## src/rtl/qtree_pair_sequencer_pkg.sv

```systemverilog
// Shared types for the masked-add input sequencer: the QTree token layout,
// its width, and the tree-select state used by the sequencer FSM.
package qtree_pair_sequencer_pkg;

  // One QTree token as seen by the masked-add stage.
  typedef struct packed {
    logic [2:0]  kind;
    logic [63:0] value;
  } QTree_Int_t;

  localparam int QTREE_TOKEN_W = $bits(QTree_Int_t);

  // Which operand tree is currently being forwarded downstream.
  typedef enum logic {
    SEL_A = 1'b0,
    SEL_B = 1'b1
  } tree_sel_t;

  // The tree that follows the given one in the A, B, A, B ... sequence.
  function automatic tree_sel_t next_tree(input tree_sel_t cur);
    return (cur == SEL_A) ? SEL_B : SEL_A;
  endfunction

endpackage

```

## src/rtl/qtree_pair_sequencer_if.sv

```systemverilog
// AXI-stream style token link used for both operand inputs and the
// sequenced output. tuser carries the source tree on the output side.
interface qtree_pair_sequencer_if #(
  parameter int W = 67
);
  logic [W-1:0] tdata;
  logic         tlast;
  logic         tuser;
  logic         tvalid;
  logic         tready;

  modport master (
    output tdata,
    output tlast,
    output tuser,
    output tvalid,
    input  tready
  );

  modport slave (
    input  tdata,
    input  tlast,
    input  tuser,
    input  tvalid,
    output tready
  );
endinterface

```

## src/rtl/qtree_stream_fifo.sv

```systemverilog
// Synchronous FIFO for one operand stream. full and empty are registered so
// that the input tready is a clean flop output; the head entry is read
// straight out of the storage registers.
module qtree_stream_fifo #(
  parameter int DEPTH = 16,
  parameter int W     = 68
) (
  input  logic         clk,
  input  logic         rst_n,
  input  logic [W-1:0] wr_data,
  input  logic         wr_valid,
  output logic         wr_ready,
  input  logic         rd_en,
  output logic [W-1:0] rd_data,
  output logic         empty
);

  localparam int             AW       = (DEPTH > 1) ? $clog2(DEPTH) : 1;
  localparam logic [AW:0]    FULL_CNT = (AW + 1)'(DEPTH);

  logic [W-1:0]  mem [DEPTH];
  logic [AW-1:0] wr_ptr;
  logic [AW-1:0] rd_ptr;
  logic [AW:0]   count;
  logic [AW:0]   count_next;
  logic          full;
  logic          push;
  logic          pop;

  // A write is only admitted against the registered full flag, so a read in
  // the same cycle on a full FIFO does not make room for it.
  assign push     = wr_valid && !full;
  assign pop      = rd_en && !empty;
  assign wr_ready = !full;
  assign rd_data  = mem[rd_ptr];

  // Occupancy after this cycle's push/pop, used to register the flags.
  always_comb begin
    count_next = count + {{AW{1'b0}}, push} - {{AW{1'b0}}, pop};
  end

  // Pointers, occupancy and the registered full/empty flags.
  always_ff @(posedge clk or negedge rst_n) begin
    if (!rst_n) begin
      wr_ptr <= '0;
      rd_ptr <= '0;
      count  <= '0;
      full   <= 1'b0;
      empty  <= 1'b1;
    end else begin
      if (push) begin
        wr_ptr <= wr_ptr + 1'b1;
      end
      if (pop) begin
        rd_ptr <= rd_ptr + 1'b1;
      end
      count <= count_next;
      full  <= (count_next == FULL_CNT);
      empty <= (count_next == '0);
    end
  end

  // Token storage; contents need no reset because empty guards every read.
  always_ff @(posedge clk) begin
    if (push) begin
      mem[wr_ptr] <= wr_data;
    end
  end

endmodule

```

## src/rtl/qtree_pair_sequencer.sv

```systemverilog
// Feeds the masked-add stage: buffers operand trees A and B independently
// and forwards all of tree A (through its tlast), then all of tree B, then
// the next pair. Tokens pass through untouched; tuser marks the source.
module qtree_pair_sequencer
  import qtree_pair_sequencer_pkg::*;
#(
  parameter int TOKEN_W = QTREE_TOKEN_W,
  parameter int DEPTH   = 16,
  parameter int CNT_W   = 16
) (
  input  logic                   aclk,
  input  logic                   aresetn,
  qtree_pair_sequencer_if.slave  s_a,
  qtree_pair_sequencer_if.slave  s_b,
  qtree_pair_sequencer_if.master m,
  output logic                   pair_done,
  output logic [CNT_W-1:0]       pair_count
);

  // FIFO entries hold {tlast, tdata}.
  logic [TOKEN_W:0]   a_head;
  logic [TOKEN_W:0]   b_head;
  logic [TOKEN_W:0]   sel_head;
  logic               a_empty;
  logic               b_empty;
  logic               a_ready;
  logic               b_ready;
  logic               sel_empty;
  logic               load_en;
  logic               pop;
  logic               pop_a;
  logic               pop_b;
  logic               b_last_accepted;

  tree_sel_t          sel;
  logic [TOKEN_W-1:0] m_data;
  logic               m_last;
  logic               m_user;
  logic               m_valid;

  qtree_stream_fifo #(
    .DEPTH (DEPTH),
    .W     (TOKEN_W + 1)
  ) u_fifo_a (
    .clk      (aclk),
    .rst_n    (aresetn),
    .wr_data  ({s_a.tlast, s_a.tdata}),
    .wr_valid (s_a.tvalid),
    .wr_ready (a_ready),
    .rd_en    (pop_a),
    .rd_data  (a_head),
    .empty    (a_empty)
  );

  qtree_stream_fifo #(
    .DEPTH (DEPTH),
    .W     (TOKEN_W + 1)
  ) u_fifo_b (
    .clk      (aclk),
    .rst_n    (aresetn),
    .wr_data  ({s_b.tlast, s_b.tdata}),
    .wr_valid (s_b.tvalid),
    .wr_ready (b_ready),
    .rd_en    (pop_b),
    .rd_data  (b_head),
    .empty    (b_empty)
  );

  assign s_a.tready = a_ready;
  assign s_b.tready = b_ready;

  // Only the FIFO of the tree in progress is ever read; the other one just
  // fills (and back-pressures) until its turn comes.
  assign load_en   = !m_valid || m.tready;
  assign sel_empty = (sel == SEL_A) ? a_empty : b_empty;
  assign sel_head  = (sel == SEL_A) ? a_head  : b_head;
  assign pop       = load_en && !sel_empty;
  assign pop_a     = pop && (sel == SEL_A);
  assign pop_b     = pop && (sel == SEL_B);

  // Tree-select FSM and output register slice; m_* hold while stalled.
  always_ff @(posedge aclk or negedge aresetn) begin
    if (!aresetn) begin
      sel     <= SEL_A;
      m_valid <= 1'b0;
      m_data  <= '0;
      m_last  <= 1'b0;
      m_user  <= 1'b0;
    end else if (load_en) begin
      if (!sel_empty) begin
        m_data  <= sel_head[TOKEN_W-1:0];
        m_last  <= sel_head[TOKEN_W];
        m_user  <= (sel == SEL_B);
        m_valid <= 1'b1;
        if (sel_head[TOKEN_W]) begin
          sel <= next_tree(sel);
        end
      end else begin
        m_valid <= 1'b0;
      end
    end
  end

  assign m.tdata  = m_data;
  assign m.tlast  = m_last;
  assign m.tuser  = m_user;
  assign m.tvalid = m_valid;

  // A pair is complete when the last token of tree B leaves downstream.
  assign b_last_accepted = m_valid && m.tready && m_last && m_user;

  // Pair-completion pulse and wrapping pair counter.
  always_ff @(posedge aclk or negedge aresetn) begin
    if (!aresetn) begin
      pair_done  <= 1'b0;
      pair_count <= '0;
    end else begin
      pair_done <= b_last_accepted;
      if (b_last_accepted) begin
        pair_count <= pair_count + 1'b1;
      end
    end
  end

endmodule

```

## src/flat_wrapper.sv

```systemverilog
// flat-port wrapper written by rule: the top's interface ports become plain ports
module qtree_pair_sequencer_flat import qtree_pair_sequencer_pkg::*;
#(
  parameter int TOKEN_W = QTREE_TOKEN_W,
  parameter int DEPTH   = 16,
  parameter int CNT_W   = 16
)
  (aclk, aresetn, pair_done, pair_count, s_a_tdata, s_a_tlast, s_a_tuser, s_a_tvalid, s_a_tready, s_b_tdata, s_b_tlast, s_b_tuser, s_b_tvalid, s_b_tready, m_tdata, m_tlast, m_tuser, m_tvalid, m_tready);
  qtree_pair_sequencer_if #(.W(TOKEN_W)) s_a_i ();
  qtree_pair_sequencer_if #(.W(TOKEN_W)) s_b_i ();
  qtree_pair_sequencer_if #(.W(TOKEN_W)) m_i ();
  input  logic aclk;
  input  logic aresetn;
  output logic pair_done;
  output logic [CNT_W-1:0] pair_count;
  input wire logic [$bits(s_a_i.tdata)-1:0] s_a_tdata;
  input wire logic [$bits(s_a_i.tlast)-1:0] s_a_tlast;
  input wire logic [$bits(s_a_i.tuser)-1:0] s_a_tuser;
  input wire logic [$bits(s_a_i.tvalid)-1:0] s_a_tvalid;
  output wire logic [$bits(s_a_i.tready)-1:0] s_a_tready;
  input wire logic [$bits(s_b_i.tdata)-1:0] s_b_tdata;
  input wire logic [$bits(s_b_i.tlast)-1:0] s_b_tlast;
  input wire logic [$bits(s_b_i.tuser)-1:0] s_b_tuser;
  input wire logic [$bits(s_b_i.tvalid)-1:0] s_b_tvalid;
  output wire logic [$bits(s_b_i.tready)-1:0] s_b_tready;
  output wire logic [$bits(m_i.tdata)-1:0] m_tdata;
  output wire logic [$bits(m_i.tlast)-1:0] m_tlast;
  output wire logic [$bits(m_i.tuser)-1:0] m_tuser;
  output wire logic [$bits(m_i.tvalid)-1:0] m_tvalid;
  input wire logic [$bits(m_i.tready)-1:0] m_tready;
  assign s_a_i.tdata = s_a_tdata;
  assign s_a_i.tlast = s_a_tlast;
  assign s_a_i.tuser = s_a_tuser;
  assign s_a_i.tvalid = s_a_tvalid;
  assign s_a_tready = s_a_i.tready;
  assign s_b_i.tdata = s_b_tdata;
  assign s_b_i.tlast = s_b_tlast;
  assign s_b_i.tuser = s_b_tuser;
  assign s_b_i.tvalid = s_b_tvalid;
  assign s_b_tready = s_b_i.tready;
  assign m_tdata = m_i.tdata;
  assign m_tlast = m_i.tlast;
  assign m_tuser = m_i.tuser;
  assign m_tvalid = m_i.tvalid;
  assign m_i.tready = m_tready;
  qtree_pair_sequencer #(.TOKEN_W(TOKEN_W), .DEPTH(DEPTH), .CNT_W(CNT_W)) u_core (.aclk(aclk), .aresetn(aresetn), .s_a(s_a_i), .s_b(s_b_i), .m(m_i), .pair_done(pair_done), .pair_count(pair_count));
endmodule
```

## config.mk

```make
export PLATFORM = sky130hd
export DESIGN_NAME = qtree_pair_sequencer_flat
export DESIGN_NICKNAME = d
export VERILOG_FILES = /design/src/rtl/qtree_pair_sequencer_pkg.sv /design/src/rtl/qtree_pair_sequencer_if.sv /design/src/rtl/qtree_stream_fifo.sv /design/src/rtl/qtree_pair_sequencer.sv /design/src/flat_wrapper.sv
export SDC_FILE = /design/constraint.sdc
export NUM_CORES = 2
export LEC_CHECK = 0
export ABC_AREA = 1
export ABC_CLOCK_PERIOD_IN_PS = 5190
export CORE_UTILIZATION = 55
export DETAILED_ROUTE_END_ITERATION = 8
export PLACE_DENSITY = 0.74
export SLEW_MARGIN = 20
export SYNTH_ARGS = -nofsm -noshare
export SYNTH_HDL_FRONTEND = slang
export SYNTH_HIERARCHICAL = 1
export SYNTH_SLANG_ARGS = --single-unit
```

## constraint.sdc

```tcl
create_clock -name aclk -period 5.19 [get_ports aclk]
set_input_delay 1.038 -clock aclk [delete_from_list [all_inputs] [get_ports aclk]]
set_output_delay 1.038 -clock aclk [all_outputs]
set_load 0.05 [all_outputs]
```

==> impl_summary.log <==
INFO  metric r2r-start = u_core/u_fifo_a/rd_ptr[0]
INFO  metric synth_top_area_cell = sky130_fd_sc_hd__edfxtp_1
INFO  metric syn2layout_area_growth = 11.9%
INFO  metric synthCells = 9382
INFO  metric finClkSkew = 0.0274 ns
INFO  metric share_of_final_layout_standard_cells_stronger_than_drive_strength_1 = 4.94%
INFO  metric max_cap_violations = 0
INFO  metric rows = 154
INFO  metric design.die.area = 181000 um2
INFO  metric worstSkewPairLatency = 0.86 ns
INFO  metric finalWeightedCongestion = 0.850
INFO  metric antenna_found_initial = 33
INFO  metric unrepaired_setup_endpoints_after_global_routing = false
INFO  metric reg2reg_depth = 9
INFO  metric timing.critical_path.from_type = register
INFO  metric end_kind = register
INFO  metric place_area = 103000 um2
INFO  metric synth_enable_flop_cells = 2176
INFO  metric synth_simple_gate_area_share = 20.2%
INFO  metric timing_max_transition_violations_final = 0
INFO  metric io_buffer_count = 229
INFO  metric synth_nets = 9548
INFO  metric die_height = 425 um
INFO  metric drt_wl_total = 250000 um
INFO  metric dominantRegCellSynth = sky130_fd_sc_hd__edfxtp_1
INFO  metric vdd_drop_max = 0.459 mV
INFO  metric postCtsSetupRepairBufs = 0
INFO  metric layout.cell_area.non_filler = 110000 um2
INFO  metric routed_wire_length_per_instance = 20.8 um
INFO  metric place_hpwl = 134000 um
INFO  metric power_density = 553 nW/um2
INFO  metric grt_start_max_net_pins = 171
INFO  metric share_of_synthesized_area_spent_on_multiplexers = 0.681%
INFO  metric cts_tree = done
INFO  metric cp-startpoint = u_core/u_fifo_a/rd_ptr[0]
INFO  metric async_reset_ff_share = 5.14%
INFO  metric overflow = 0
INFO  metric wire_length_of_the_first_global_routing_pass = 375000 um
INFO  metric final.period_utilization = 71.3%
INFO  metric synthesis.area_per_instance = 10.5 um2
INFO  metric layout.filler_cells = 13300
INFO  metric drt_first_iter_violations = 7405
INFO  metric post-synth-top-count-cell = sky130_fd_sc_hd__nand2_1
INFO  metric total_negative_setup_slack = 0 ns
INFO  metric timing.critical_path.slowest_cell_delay = 0.80 ns
INFO  metric cts_buffer_depth = 3
INFO  metric synth.area.top_cells = sky130_fd_sc_hd__edfxtp_1 (66%), sky130_fd_sc_hd__nand2_1 (11%), sky130_fd_sc_hd__nand3_1 (8.4%)
INFO  metric tritoncts.num_buffers = 218
INFO  metric compound_cell_area_share_of_the_yosys_netlist = 0.401%
INFO  metric final_util = 62.2%
INFO  metric cts.htree.levels = 4
INFO  metric final_critical_path_setup_slack = 1.49 ns
INFO  metric cts_clk_pin_slew_worst_paths = 0.06 ns
INFO  metric synth.lib_cells_used.distinct = 30
INFO  metric postSynthRegisterBits = 2294
INFO  metric cp_slowest_cell = sky130_fd_sc_hd__buf_4
INFO  metric synth.yosys.seq_area_share = 69.4%
INFO  metric fmax = 270 MHz
INFO  metric grt_util_all_layers = 27.5%
INFO  metric cts-hold-fix-buffers = 0
INFO  metric timing.critical_path.cells = buf_4 > buf_4 > nand2_1 > nand3_1 > nand3_1 > nand3_1 > nand2_1 > mux2i_1 > o21ai_1
INFO  metric vias_per_cell = 5.51
INFO  metric clock-sinks = 2294
INFO  metric min_delay_worst_type = input port to async pin
INFO  metric synth_common_cells = sky130_fd_sc_hd__nand2_1 (3006), sky130_fd_sc_hd__edfxtp_1 (2176), sky130_fd_sc_hd__inv_1 (1685)
INFO  metric finish.net_count = 9644
INFO  metric worstPathRequired = 5.91 ns
INFO  metric starting_density = 55.6%
INFO  metric max_slew.worst_pin.slew = 1.16 ns
INFO  metric yosysWarningCount = 6
INFO  metric detail_route.drc_violations = 0
INFO  metric final-hold-violation-count = 0
INFO  metric finalWorstPathRequiredPeriod = 3.70 ns
INFO  metric timing.critical_path.mode_cell = sky130_fd_sc_hd__nand3_1
INFO  metric via_count = 66200
INFO  metric max_slew_margin = 22.6%
INFO  metric final-seq-area = 68300 um2
INFO  metric boundaryPins = 232
INFO  metric worst-path-max-fanout = 84
INFO  metric run_status = completed
INFO  metric cts-root-buf = sky130_fd_sc_hd__clkbuf_16
INFO  metric yosys.area.top_type_share = 66.4%
INFO  metric ant_nets = 0
INFO  metric main_combinational_cell_family_by_area_after_synthesis = simple AND/OR/NAND/NOR gates
INFO  metric multi_input_comb_area = 21700 um2
INFO  metric xor_xnor_fraction_of_synth_area = 0.267%
INFO  metric core_area = 177000 um2
INFO  metric die_x = 425 um
INFO  metric setup-violations-final = 0
INFO  metric cts_repair_resizes = 0
INFO  metric place_ws = 1.07 ns
INFO  metric grt_pass1_vias = 64600
INFO  metric cp.arrival = 4.42 ns
INFO  metric firstDrtPassIters = 6
INFO  metric post_synth_instance_area = 98400 um2
INFO  metric power.static_leakage = 46.7 nW
INFO  metric synth_adder_area_share = 0.308%
INFO  metric crit_type = register to register
==> sequential cells by signal, summed over array words and instances (netlist names) <==
signal                  count
u_core/u_fifo_b/rd_ptr      4
u_core/u_fifo_b/empty       1
u_core/u_fifo_b/mem      1088
u_core/u_fifo_a/wr_ptr      4
u_core/pair_count          16
u_core/pair_done            1
u_core/u_fifo_b/full        1
u_core/m.tdata             67
u_core/m.tlast              1
u_core/m.tvalid             1
u_core/sel                  1
u_core/u_fifo_a/rd_ptr      4
u_core/u_fifo_a/full        1
u_core/u_fifo_a/empty       1
u_core/u_fifo_a/mem      1088
u_core/u_fifo_b/count       5
u_core/u_fifo_a/count       5
u_core/m.tuser              1
u_core/u_fifo_b/wr_ptr      4
==> kinds of logic after synthesis <==
family / Yosys count
AND/OR/NAND/NOR: 4725
flip-flops: 2294
XOR/XNOR: 30
multiplexers: 67
buffers and inverters: 2165
AO/OA/AOI/OAI: 78
adder cells (fa/ha/maj): 23
==> stage by stage <==
| step | power [mW] | hold WS [ns] | std cells |
|---|---|---|---|
| floorplan | 37.9 | 0.470 | 9382 |
| global placement | 44.8 | 0.471 | 11600 |
| detailed placement | 45.4 | 0.478 | 11600 |
| CTS | 60.7 | 0.150 | 12000 |
| global route | 63.5 | 0.193 | 12000 |
| finish | 60.9 | 0.176 | 12000 |
==> placed cells by master (no fill, tap or decap), drive strengths merged, types with 20 or more instances in the layout <==
| cell | count |
|---|---|
| buf | 123 |
| clkbuf | 283 |
| clkdlybuf4s50 | 228 |
| clkinv | 99 |
| dfrtp | 116 |
| diode | 20 |
| edfxtp | 2176 |
| ha | 21 |
| inv | 1698 |
| mux2i | 67 |
| nand2 | 3006 |
| nand3 | 1647 |
| nor2 | 60 |
| o21ai | 73 |
| xor2 | 20 |
==> final timing paths <==
path	slack (ns)	end
min	0.18	u_core/m.tdata[29]
min in group aclk	0.49	u_core/m.tdata[25]
max	1.49	u_core/m.tdata[63]
max in group asynchronous	4.16	u_core/u_fifo_a/empty
min reg2reg	0.49	u_core/m.tdata[25]
max reg2reg	1.49	u_core/m.tdata[63]
==> per-layer routing <==
metal / global-route usage [%] / routed length, um
met4: 13.7 / 11100
met5: 0 / 77
met1: 34.1 / 94000
met2: 46.7 / 124000
met3: 4.54 / 20900
==> power breakdown <==
group          internal (mW)  switching, mW  total, mW
registers               22.4           1.18       23.6
logic                   5.90           16.0       21.9
clock network           8.63           6.72       15.4
total                   36.9           23.9       60.9
==> cell type report <==
class | count | share of cell area [%]
clock inverters | 124 | 0.957
flip-flops and latches | 2294 | 62.1
well taps | 2340 | 2.66
multi-input cells | 4923 | 19.7
clock buffers | 283 | 5.28
diodes | 20 | 0.0455
repair buffers | 351 | 3.45
inverters | 1690 | 5.81
==> worst max-delay path, delay by kind of cell (launching register included) <==
kind	cells	cell delay (ns)
flops	1	0.76
buf+inv	2	1.43
compound gates	1	0.16
simple gates	5	0.64
mux	1	0.49
Power figures use the tool's default switching activity.
